File: src/rtl/ds_adc_pkg.sv
// Shared types and default parameters for the dual-slope ADC controller.
package ds_adc_pkg;

    typedef enum logic [2:0] {
        ST_IDLE,
        ST_ZERO,
        ST_INTEG,
        ST_DEINT,
        ST_DONE
    } dsState_t;

    localparam int DEF_WIDTH     = 4;
    localparam int DEF_MAX_COUNT = 10;
    localparam int DEF_ZERO_CYC  = 2;

endpackage

File: src/rtl/ds_phase_counter.sv
// Phase counter with synchronous clear, count enable and a terminal-count flag.
module ds_phase_counter #(
    parameter int WIDTH = 4
) (
    input  logic             i_clk,
    input  logic             i_rstN,
    input  logic             i_clr,
    input  logic             i_en,
    input  logic [WIDTH-1:0] i_tcVal,
    output logic [WIDTH-1:0] o_count,
    output logic             o_tc
);

    logic [WIDTH-1:0] r_count;

    // Clear wins over enable so a state entry always starts the phase at zero.
    always_ff @(posedge i_clk) begin
        if (!i_rstN) begin
            r_count <= '0;
        end else if (i_clr) begin
            r_count <= '0;
        end else if (i_en) begin
            r_count <= r_count + 1'b1;
        end
    end

    assign o_count = r_count;
    assign o_tc    = (r_count == i_tcVal);

endmodule

File: src/rtl/dual_slope_ctrl.sv
// Dual-slope ADC sequencing FSM: auto-zero, integrate, deintegrate, report.
// Auto-zero phase is present only when DS_AUTOZERO_EN is defined.
module dual_slope_ctrl
    import ds_adc_pkg::*;
#(
    parameter int WIDTH     = DEF_WIDTH,
    parameter int MAX_COUNT = DEF_MAX_COUNT,
    parameter int ZERO_CYC  = DEF_ZERO_CYC
) (
    input  logic             clk,
    input  logic             rst_s_n,
    input  logic             start,
    input  logic             comp,
    output logic             sw_zero,
    output logic             sw_vin,
    output logic             sw_vref,
    output logic             busy,
    output logic             valid,
    output logic [WIDTH-1:0] result,
    output logic             ovf
);

    localparam logic [WIDTH-1:0] LP_MAX_TC  = WIDTH'(MAX_COUNT - 1);
    localparam logic [WIDTH-1:0] LP_ZERO_TC = WIDTH'(ZERO_CYC - 1);

    dsState_t         r_state;
    dsState_t         w_nextState;
    logic             w_cntClr;
    logic             w_cntEn;
    logic [WIDTH-1:0] w_tcVal;
    logic [WIDTH-1:0] w_count;
    logic             w_tc;
    logic             w_latch;
    logic             w_ovfNext;
    logic             r_swVin;
    logic             r_swVref;
    logic             r_busy;
    logic             r_valid;
    logic [WIDTH-1:0] r_result;
    logic             r_ovf;

    assign w_tcVal  = (r_state == ST_ZERO) ? LP_ZERO_TC : LP_MAX_TC;
    assign w_cntClr = (w_nextState != r_state);

    ds_phase_counter #(
        .WIDTH (WIDTH)
    ) u_phaseCnt (
        .i_clk   (clk),
        .i_rstN  (rst_s_n),
        .i_clr   (w_cntClr),
        .i_en    (w_cntEn),
        .i_tcVal (w_tcVal),
        .o_count (w_count),
        .o_tc    (w_tc)
    );

    always_comb begin
        w_nextState = r_state;
        w_cntEn     = 1'b0;
        w_latch     = 1'b0;
        w_ovfNext   = 1'b0;
        case (r_state)
            ST_IDLE: begin
                if (start) begin
`ifdef DS_AUTOZERO_EN
                    w_nextState = ST_ZERO;
`else
                    w_nextState = ST_INTEG;
`endif
                end
            end
`ifdef DS_AUTOZERO_EN
            ST_ZERO: begin
                w_cntEn = 1'b1;
                if (w_tc) begin
                    w_nextState = ST_INTEG;
                end
            end
`endif
            ST_INTEG: begin
                w_cntEn = 1'b1;
                if (w_tc) begin
                    w_nextState = ST_DEINT;
                end
            end
            ST_DEINT: begin
                // At saturation the count already equals MAX_COUNT-1, so both exits latch w_count.
                if (!comp) begin
                    w_nextState = ST_DONE;
                    w_latch     = 1'b1;
                end else if (w_tc) begin
                    w_nextState = ST_DONE;
                    w_latch     = 1'b1;
                    w_ovfNext   = 1'b1;
                end else begin
                    w_cntEn = 1'b1;
                end
            end
            ST_DONE: begin
                w_nextState = ST_IDLE;
            end
            default: begin
                w_nextState = ST_IDLE;
            end
        endcase
    end

    // Outputs decode the next state so they are registered yet aligned with the state.
    always_ff @(posedge clk) begin
        if (!rst_s_n) begin
            r_state  <= ST_IDLE;
            r_swVin  <= 1'b0;
            r_swVref <= 1'b0;
            r_busy   <= 1'b0;
            r_valid  <= 1'b0;
            r_result <= '0;
            r_ovf    <= 1'b0;
        end else begin
            r_state  <= w_nextState;
            r_swVin  <= (w_nextState == ST_INTEG);
            r_swVref <= (w_nextState == ST_DEINT);
            r_busy   <= (w_nextState != ST_IDLE);
            r_valid  <= (w_nextState == ST_DONE);
            if (w_latch) begin
                r_result <= w_count;
                r_ovf    <= w_ovfNext;
            end
        end
    end

`ifdef DS_AUTOZERO_EN
    logic r_swZero;

    always_ff @(posedge clk) begin
        if (!rst_s_n) begin
            r_swZero <= 1'b0;
        end else begin
            r_swZero <= (w_nextState == ST_ZERO);
        end
    end

    assign sw_zero = r_swZero;
`else
    assign sw_zero = 1'b0;
`endif

    assign sw_vin  = r_swVin;
    assign sw_vref = r_swVref;
    assign busy    = r_busy;
    assign valid   = r_valid;
    assign result  = r_result;
    assign ovf     = r_ovf;

endmodule
File: config.mk
export PLATFORM = sky130hd
export DESIGN_NAME = dual_slope_ctrl
export DESIGN_NICKNAME = d
export VERILOG_FILES = /design/src/rtl/ds_adc_pkg.sv /design/src/rtl/ds_phase_counter.sv /design/src/rtl/dual_slope_ctrl.sv
export SDC_FILE = /design/constraint.sdc
export NUM_CORES = 1
export LEC_CHECK = 0
export BUFFER_PORTS_ARGS = -buffer_cell sky130_fd_sc_hd__buf_2
export CORE_MARGIN = 3
export CORE_UTILIZATION = 52
export DETAILED_ROUTE_END_ITERATION = 10
export GPL_TIMING_DRIVEN = 0
export PLACE_DENSITY_LB_ADDON = 0.05
export SYNTH_ARGS = -nofsm -noshare
export SYNTH_HDL_FRONTEND = slang
export SYNTH_HIERARCHICAL = 1
export SYNTH_SLANG_ARGS = --single-unit
export TNS_END_PERCENT = 10
File: constraint.sdc
create_clock -name clk -period 2.6 [get_ports clk]
set_input_delay 0.26 -clock clk [delete_from_list [all_inputs] [get_ports clk]]
set_output_delay 0.26 -clock clk [all_outputs]
set_load 0.01 [all_outputs]
==> results of run 1 <==
synthesized netlist by cell type:
master,count,area [sq um]
ha_1,1,12.51
nand2_1,9,33.78
inv_1,2,7.510
nor2_1,3,11.26
nor3_1,3,15.01
or2_2,1,6.260
dfxtp_1,16,320.3
mux2_2,1,11.26
or3b_1,1,8.760
nand2b_1,4,25.02
a21bo_2,2,20.02
and2_1,2,12.51
a21oi_1,4,20.02
nor4_1,1,6.260
o221a_2,1,11.26
conb_1,2,7.510
xor2_1,4,35.03
buf_4,2,15.01
clkbuf_1,1,3.750
nand3b_4,1,20.02
and2b_2,2,17.52
and3_1,1,6.260
nand4_1,1,6.260
xnor2_1,1,8.760
nand3b_1,2,15.01
o21ai_0,1,5.000
o21bai_1,1,7.510
mux2i_1,6,60.06
or3b_2,1,8.760
a21oi_4,1,16.27
sequential cells by signal, indices dropped and copies added (netlist names):
signal              count
result                  4
u_phaseCnt/o_count      4
r_state                 3
busy                    1
ovf                     1
sw_vin                  1
sw_vref                 1
valid                   1
layout make-up:
cell class | instances | area, sq um
clock buffer | 3 | 22.52
inverter | 2 | 7.507
tap | 15 | 18.77
timing repair buffer | 12 | 60.06
fill | 110 | 470.5
buffer | 3 | 18.77
sequential | 16 | 320.3
multi-input combinational | 59 | 415.4
per-layer routing:
metal,up-vias,global-route usage,routed length [microns]
li1,296,-,-
met1,252,0.1772,583
met2,9,0.2093,540
met3,2,0.02846,59
met4,0,0.1084,13
met5,-,0,0
logic make-up after synthesis:
group,Yosys count
other,2
adders and majority gates,1
xor gates and xnor gates,5
muxes,7
DFF,16
and+or+nand+nor,32
buffers and inverters,5
AOI/OAI and AO/OA,10
per-stage QoR:
step                      setup slack, ns    util  cell area (sq um)  hold slack (ns)
after floorplan                    0.4903       -              762.0           0.4108
after global placement             0.1838  0.6304              840.8           0.4408
after detailed placement           0.2439  0.6304              840.8           0.4463
after CTS                          0.1887  0.6473              863.3           0.2777
after global routing              0.04311  0.6473              863.3           0.2993
final                              0.1988  0.6473              863.3           0.2858
power by group through the flow:
| stage | logic [mW] | registers [mW] | clock network (mW) |
|---|---|---|---|
| final | 0.0352 | 0.254 | 0.123 |
| after global routing | 0.0394 | 0.255 | 0.141 |
| after CTS | 0.0353 | 0.254 | 0.132 |
| after detailed placement | 0.0351 | 0.260 | 0 |
| after global placement | 0.0346 | 0.259 | 0 |
| after floorplan | 0.0235 | 0.260 | 0 |
critical path: stages (launching register included):
cell	delay [ns]
dfxtp_1	0.33
buf_4	0.17
or3b_2	0.47
xor2_1	0.16
nor4_1	0.36
inv_1	0.19
and3_1	0.19
o21bai_1	0.20
nand2b_1	0.19
nor2_1	0.06
path summary, 6_finish.rpt:
kind	endpoint	slack (ns)	start	cells after the start
setup / recovery	u_phaseCnt/o_count[1]$_SDFFE_PP0P_	0.20	r_state[0]$_SDFF_PN0_	9
hold / removal	result[0]$_SDFFE_PN0P_	0.29	rst_s_n	3
setup reg to reg	u_phaseCnt/o_count[1]$_SDFFE_PP0P_	0.20	r_state[0]$_SDFF_PN0_	9
hold reg to reg	result[1]$_SDFFE_PN0P_	0.46	result[1]$_SDFFE_PN0P_	2
==> key figures, run 1 <==
Status
  • Status: finished, final reports clean

CTS
  • Hold_buf cts: 0
  • Post-CTS resize count: 0
  • CTS buffer count: 3
  • CTS tree: built
  • Clock latency on the worst-skew pair: 0.27 ns
  • Root buffer cell: clkbuf_4
  • CTS max path bufs: 2
  • H-tree Lvls: 1
  • CTS clk-pin slew, worst paths: 0.08 ns
  • Clk sinks: 16
  • Buffers inserted by post-CTS timing repair: 0

Placement
  • Hpwl dp: 848.5 microns
  • Post-placement cell count: 107
  • IO Port Bufs: 12
  • Placer congestion estimate: 0.7297

Detailed routing
  • DRC viols: 0
  • Total Wirelength: 1.196 mm
  • Wirelength per Cell: 10.87 microns
  • Via/cell ratio: 5.082
  • Vias: 559
  • Initial DRC Count: 6
  • Antenna viol nets, final: 0
  • Detailed Routing Iterations Pass 1: 3

Yosys
  • XOR/XNOR share of the synthesized area: 0.05804
  • Synth Area in Compound Gates: 0.1061
  • Simple-Gate Fraction of Synth Area: 0.2554
  • Syn. warnings: 6
  • Largest family of logic cells by synthesized area: simple AND/OR/NAND/NOR gates
  • Avg Inst Size Synth: 9.673 sq um
  • Adder and majority gate portion of the synthesized area: 0.01658
  • #FFs+latches synth: 16
  • Synthesized area: 754.5 sq um
  • Synth Instances: 78
  • Register area share after synthesis: 0.4245
  • Library cells used by synthesis: 30
  • Post-synthesis mux area share: 0.09453

Setup path
  • Crit path required time: 2.78 ns
  • Worst EP arrival: 2.58 ns
  • Crit start category: flip-flop
  • Worst Setup End Kind: flip-flop
  • Crit path max fanout: 10
  • CP Class: reg2reg

Timing
  • Count of final hold-check violations: 0
  • Worst rel slew slack: 0.6195
  • Final min period: 2.401 ns
  • Setup Skew: 0.0009297 ns
  • Final Max Tran Viols: 0
  • RSZ-0062 raised after global routing: no
  • Endpoints failing setup: 0
  • Slew of the pin with the lowest slew margin: 0.5648 ns
  • Sum Neg Setup Slack: 0 ns
  • Final period util: 0.9235
  • Max Fclk: 0.4165 GHz

Floorplanning
  • Die W: 44.09 microns
  • Initial Util: 0.5657
  • Die area: 1944 sq um
  • Core box area: 1334 sq um
  • # rows: 13
  • Die Ht: 44.09 microns
  • Num ports: 14

Cells and area
  • Finished Layout Cells: 110
  • Layout cell share with drive strength beyond 1: 0.2842
  • Nets: 102
  • Most common cell after layout, fill and taps aside: dfxtp_1
  • Synth-to-Final Area Change: 14.43%
  • Most frequent cells in the layout: dfxtp_1 (16), buf_2 (12), nand2_1 (9)
  • Diodes inserted: 0

GRT
  • Global-route wire length before repair: 1.966 mm
  • Grt total ovfl: 0
  • Total GRT Usage: 0.1408
  • Initial antenna violation count: 0
  • Largest net degree at the start of global routing: 11
  • Vias in the first global route: 466

Power and ir drop
  • Power per Cell Area: 477.1 nW/um^2
  • Clock power share: 0.299
  • Internal: 0.3185 mW
  • Comb pwr share: 0.085
  • Net Sw Frac: 0.2267
  • Maximum VDD drop: 0.2465 mV
  • Lkg Pwr: 0.3985 nW
  • Sw power: 0.09339 mW
  • Flop pwr share: 0.616
  • Total Power: 0.4119 mW

Hold path
  • Worst min path class: in2reg

Job
  • Max-Cap Viols: 0
No activity file was read; power rests on OpenSTA's default activity.
==> inputs of run 2 (changes only) <==
Settings changed: ABC_AREA set to 1.
==> run 2 against run 1 <==
Against the previous run:
- via count grew 20%
- fmax up 28%
- power increased by 11%
- utilization rose by 2.3 points
- synthesized cell count grew 44%
- area after synthesis is 4.6% higher
- count of clock-buffer cells in the layout up 1
- largest cell class unchanged
==> key figures, run 2 <==
Yosys
  • Post-synth EDFFs: 0 (unchanged)
  • Library cells used by synthesis: 23 (-23%)
  • Ys async rst share: 0 (unchanged)
  • Top post-synthesis cells by area: dfxtp_1 (41%), nor2_1 (9.5%), nand2_1 (9.0%)
  • Avg Inst Size Synth: 7.049 sq um (-27%)
  • Syn. warnings: 6 (unchanged)
  • #FFs+latches synth: 16 (unchanged)
  • Synth Instances: 112 (+44%)
  • Synth area leader: dfxtp_1
  • Synthesized area: 789.5 sq um (+4.6%)
  • Yosys top cell area share: 0.4057 (-0.01884)
  • Synth Flop Type: dfxtp_1
  • Register area share after synthesis: 0.4057 (-0.01884)
  • Count leader, synth: nor2_1
  • Synth cell count leaders: nor2_1 (20), nand2_1 (19), dfxtp_1 (16)

GRT
  • Grt total ovfl: 0 (unchanged)
  • Global-route wire length before repair: 2.366 mm (+20%)
  • Largest net degree at the start of global routing: 10 (-1)
  • Initial antenna violation count: 0 (unchanged)
  • Vias in the first global route: 557 (+20%)
  • Total GRT Usage: 0.1583 (+0.01752)

Floorplanning
  • Num ports: 14 (unchanged)
  • Core box area: 1366 sq um (+2.4%)
  • Die Ht: 44.97 microns (+2.0%)
  • Die W: 44.97 microns (+2.0%)
  • Die area: 2022 sq um (+4.0%)
  • # rows: 13 (unchanged)
  • Initial Util: 0.5778 (+0.01217)

Placement
  • Placer congestion estimate: 0.8178 (+12%)
  • IO Port Bufs: 12 (unchanged)
  • Dpl cell area: 879.6 sq um (+4.6%)
  • Post-placement cell count: 142 (+33%)
  • Hpwl dp: 1.010 mm (+19%)

Setup path
  • Worst EP arrival: 2.06 ns (-0.52 ns)
  • Crit path max fanout: 8 (-2)
  • Worst Setup End Kind: flip-flop
  • Crit start category: flip-flop
  • Worst reg2reg startpoint: r_state[1]$_SDFF_PN0_
  • Crit path required time: 2.78 ns (about the same)
  • CP Class: reg2reg
  • Cell count of the worst reg-to-reg path: 14 (+5)
  • Worst setup startpoint: r_state[1]$_SDFF_PN0_

Detailed routing
  • Detailed Routing Iterations Pass 1: 4 (+1)
  • DRC viols: 0 (unchanged)
  • Initial DRC Count: 6 (unchanged)
  • Total Wirelength: 1.284 mm (+7.4%)
  • Antenna viol nets, final: 0 (unchanged)
  • Vias: 669 (+20%)
  • Via/cell ratio: 4.582 (-9.8%)
  • Wirelength per Cell: 8.795 microns (-19%)

CTS
  • CTS tree: built
  • Post-CTS resize count: 0 (unchanged)
  • Hold_buf cts: 0 (unchanged)
  • Root buffer cell: clkbuf_4
  • Clk sinks: 16 (unchanged)
  • CTS clk-pin slew, worst paths: 0.09 ns (about the same)
  • Buffers inserted by post-CTS timing repair: 0 (unchanged)
  • Clock latency on the worst-skew pair: 0.28 ns (about the same)
  • H-tree Lvls: 1 (unchanged)
  • CTS max path bufs: 2 (unchanged)
  • CTS buffer count: 3 (unchanged)

Cells and area
  • Nets: 137 (+34%)
  • Most common cell after layout, fill and taps aside: nor2_1
  • Fillcell total: 139 (+26%)
  • Area of the multi-input gates: 389.1 sq um (-6.3%)
  • Synth-to-Final Area Change: 16.01%
  • Most frequent cells in the layout: nor2_1 (20), nand2_1 (19), dfxtp_1 (16)
  • Register Area: 320.3 sq um (unchanged)
  • Design Area, Final: 915.9 sq um (+6.1%)
  • Diodes inserted: 0 (unchanged)
  • Layout cell share with drive strength beyond 1: 0.2366 (-0.04757)
  • Finished Layout Cells: 146 (+33%)
  • Final Util: 0.6703 (+0.02305)

Timing
  • Final period util: 0.7208 (-0.2028)
  • Setup Skew: 0.003382 ns (+0.002452 ns)
  • Endpoints failing setup: 0 (unchanged)
  • Sum Neg Setup Slack: 0 ns (unchanged)
  • Final min period: 1.874 ns (-0.5272 ns)
  • RSZ-0062 raised after global routing: no
  • Final Max Tran Viols: 0 (unchanged)
  • Count of final hold-check violations: 0 (unchanged)
  • Max Fclk: 0.5336 GHz (+28%)

Status
  • Status: finished, final reports clean

Hold path
  • Worst min path class: in2reg
  • HP Start: comp
  • WHS Path Cells: 3 (unchanged)

Job
  • Max-Cap Viols: 0 (unchanged)

Power and ir drop
  • Total Power: 0.4588 mW (+11%)
  • Lkg Pwr: 0.4592 nW (+15%)
  • Maximum VDD drop: 0.3524 mV (+43%)
  • Power per Cell Area: 501.0 nW/um^2 (+5.0%)
[run 2: layout make-up]
| cell class | count | area share |
|---|---|---|
| plain buffers | 3 | 0.02596 |
| clock buffers | 4 | 0.03962 |
| inverters | 18 | 0.07377 |
| multi-input cells | 78 | 0.4249 |
| flip-flops and latches | 16 | 0.3497 |
| well taps | 15 | 0.02049 |
| repair buffers | 12 | 0.06557 |
[run 2: power breakdown]
group	leakage [nW]	switching (mW)	internal, mW
combinational	0.308	0.0266	0.0174
clock	0.0210	0.0759	0.0852
sequential	0.130	0.00352	0.250
total	0.459	0.106	0.353
[run 2: per-layer routing]
| metal | wire, microns | part of all wire | GRT usage | vias to the layer above |
|---|---|---|---|---|
| met4 | 0 | 0 | 0.07018 | 0 |
| met1 | 657 | 0.51 | 0.2181 | 276 |
| met5 | 0 | 0 | 0 | - |
| li1 | - | - | - | 376 |
| met3 | 72 | 0.056 | 0.03586 | 0 |
| met2 | 554 | 0.43 | 0.2345 | 17 |
[run 2: final timing paths]
path | endpoint | slack [ns]
max | u_phaseCnt/o_count[3]$_SDFFE_PP0P_ | 0.73
min | ovf$_SDFFE_PN0P_ | 0.25
max reg2reg | u_phaseCnt/o_count[3]$_SDFFE_PP0P_ | 0.73
min reg2reg | result[2]$_SDFFE_PN0P_ | 0.48
[run 2: through the flow]
step / hold WS, ns / worst slack (ns)
2_1_floorplan: 0.4219 / 0.9408
3_3_place_gp: 0.4587 / 0.7637
3_5_place_dp: 0.4708 / 0.7475
4_1_cts: 0.2493 / 0.7325
5_1_grt: 0.2849 / 0.4893
6_report: 0.2511 / 0.7260
[run 2: logic make-up (layout without fill, tap and decap cells)]
| kind of cell | Yosys count | after routing | synth area share |
|---|---|---|---|
| buf+inv | 21 | 37 | 0.1157 |
| fa+ha+maj | 1 | 1 | 0.01585 |
| xor+xnor | 3 | 3 | 0.03329 |
| compound gates | 11 | 11 | 0.07449 |
| other cells | 2 | 5 | 0.009512 |
| flops | 16 | 16 | 0.4057 |
| simple gates | 58 | 58 | 0.3455 |
[run 2: worst max-delay path, cell delays in order, from the launching register on]
cell,delay (ns)
dfxtp_1,0.31
buf_2,0.16
inv_1,0.08
nand3_1,0.09
xnor2_1,0.14
nand2_1,0.06
nor2_1,0.07
inv_2,0.06
nand2_2,0.09
a21oi_1,0.35
nand2_2,0.10
nor2_2,0.11
nand2_1,0.06
nand2_1,0.06
nor2_1,0.03
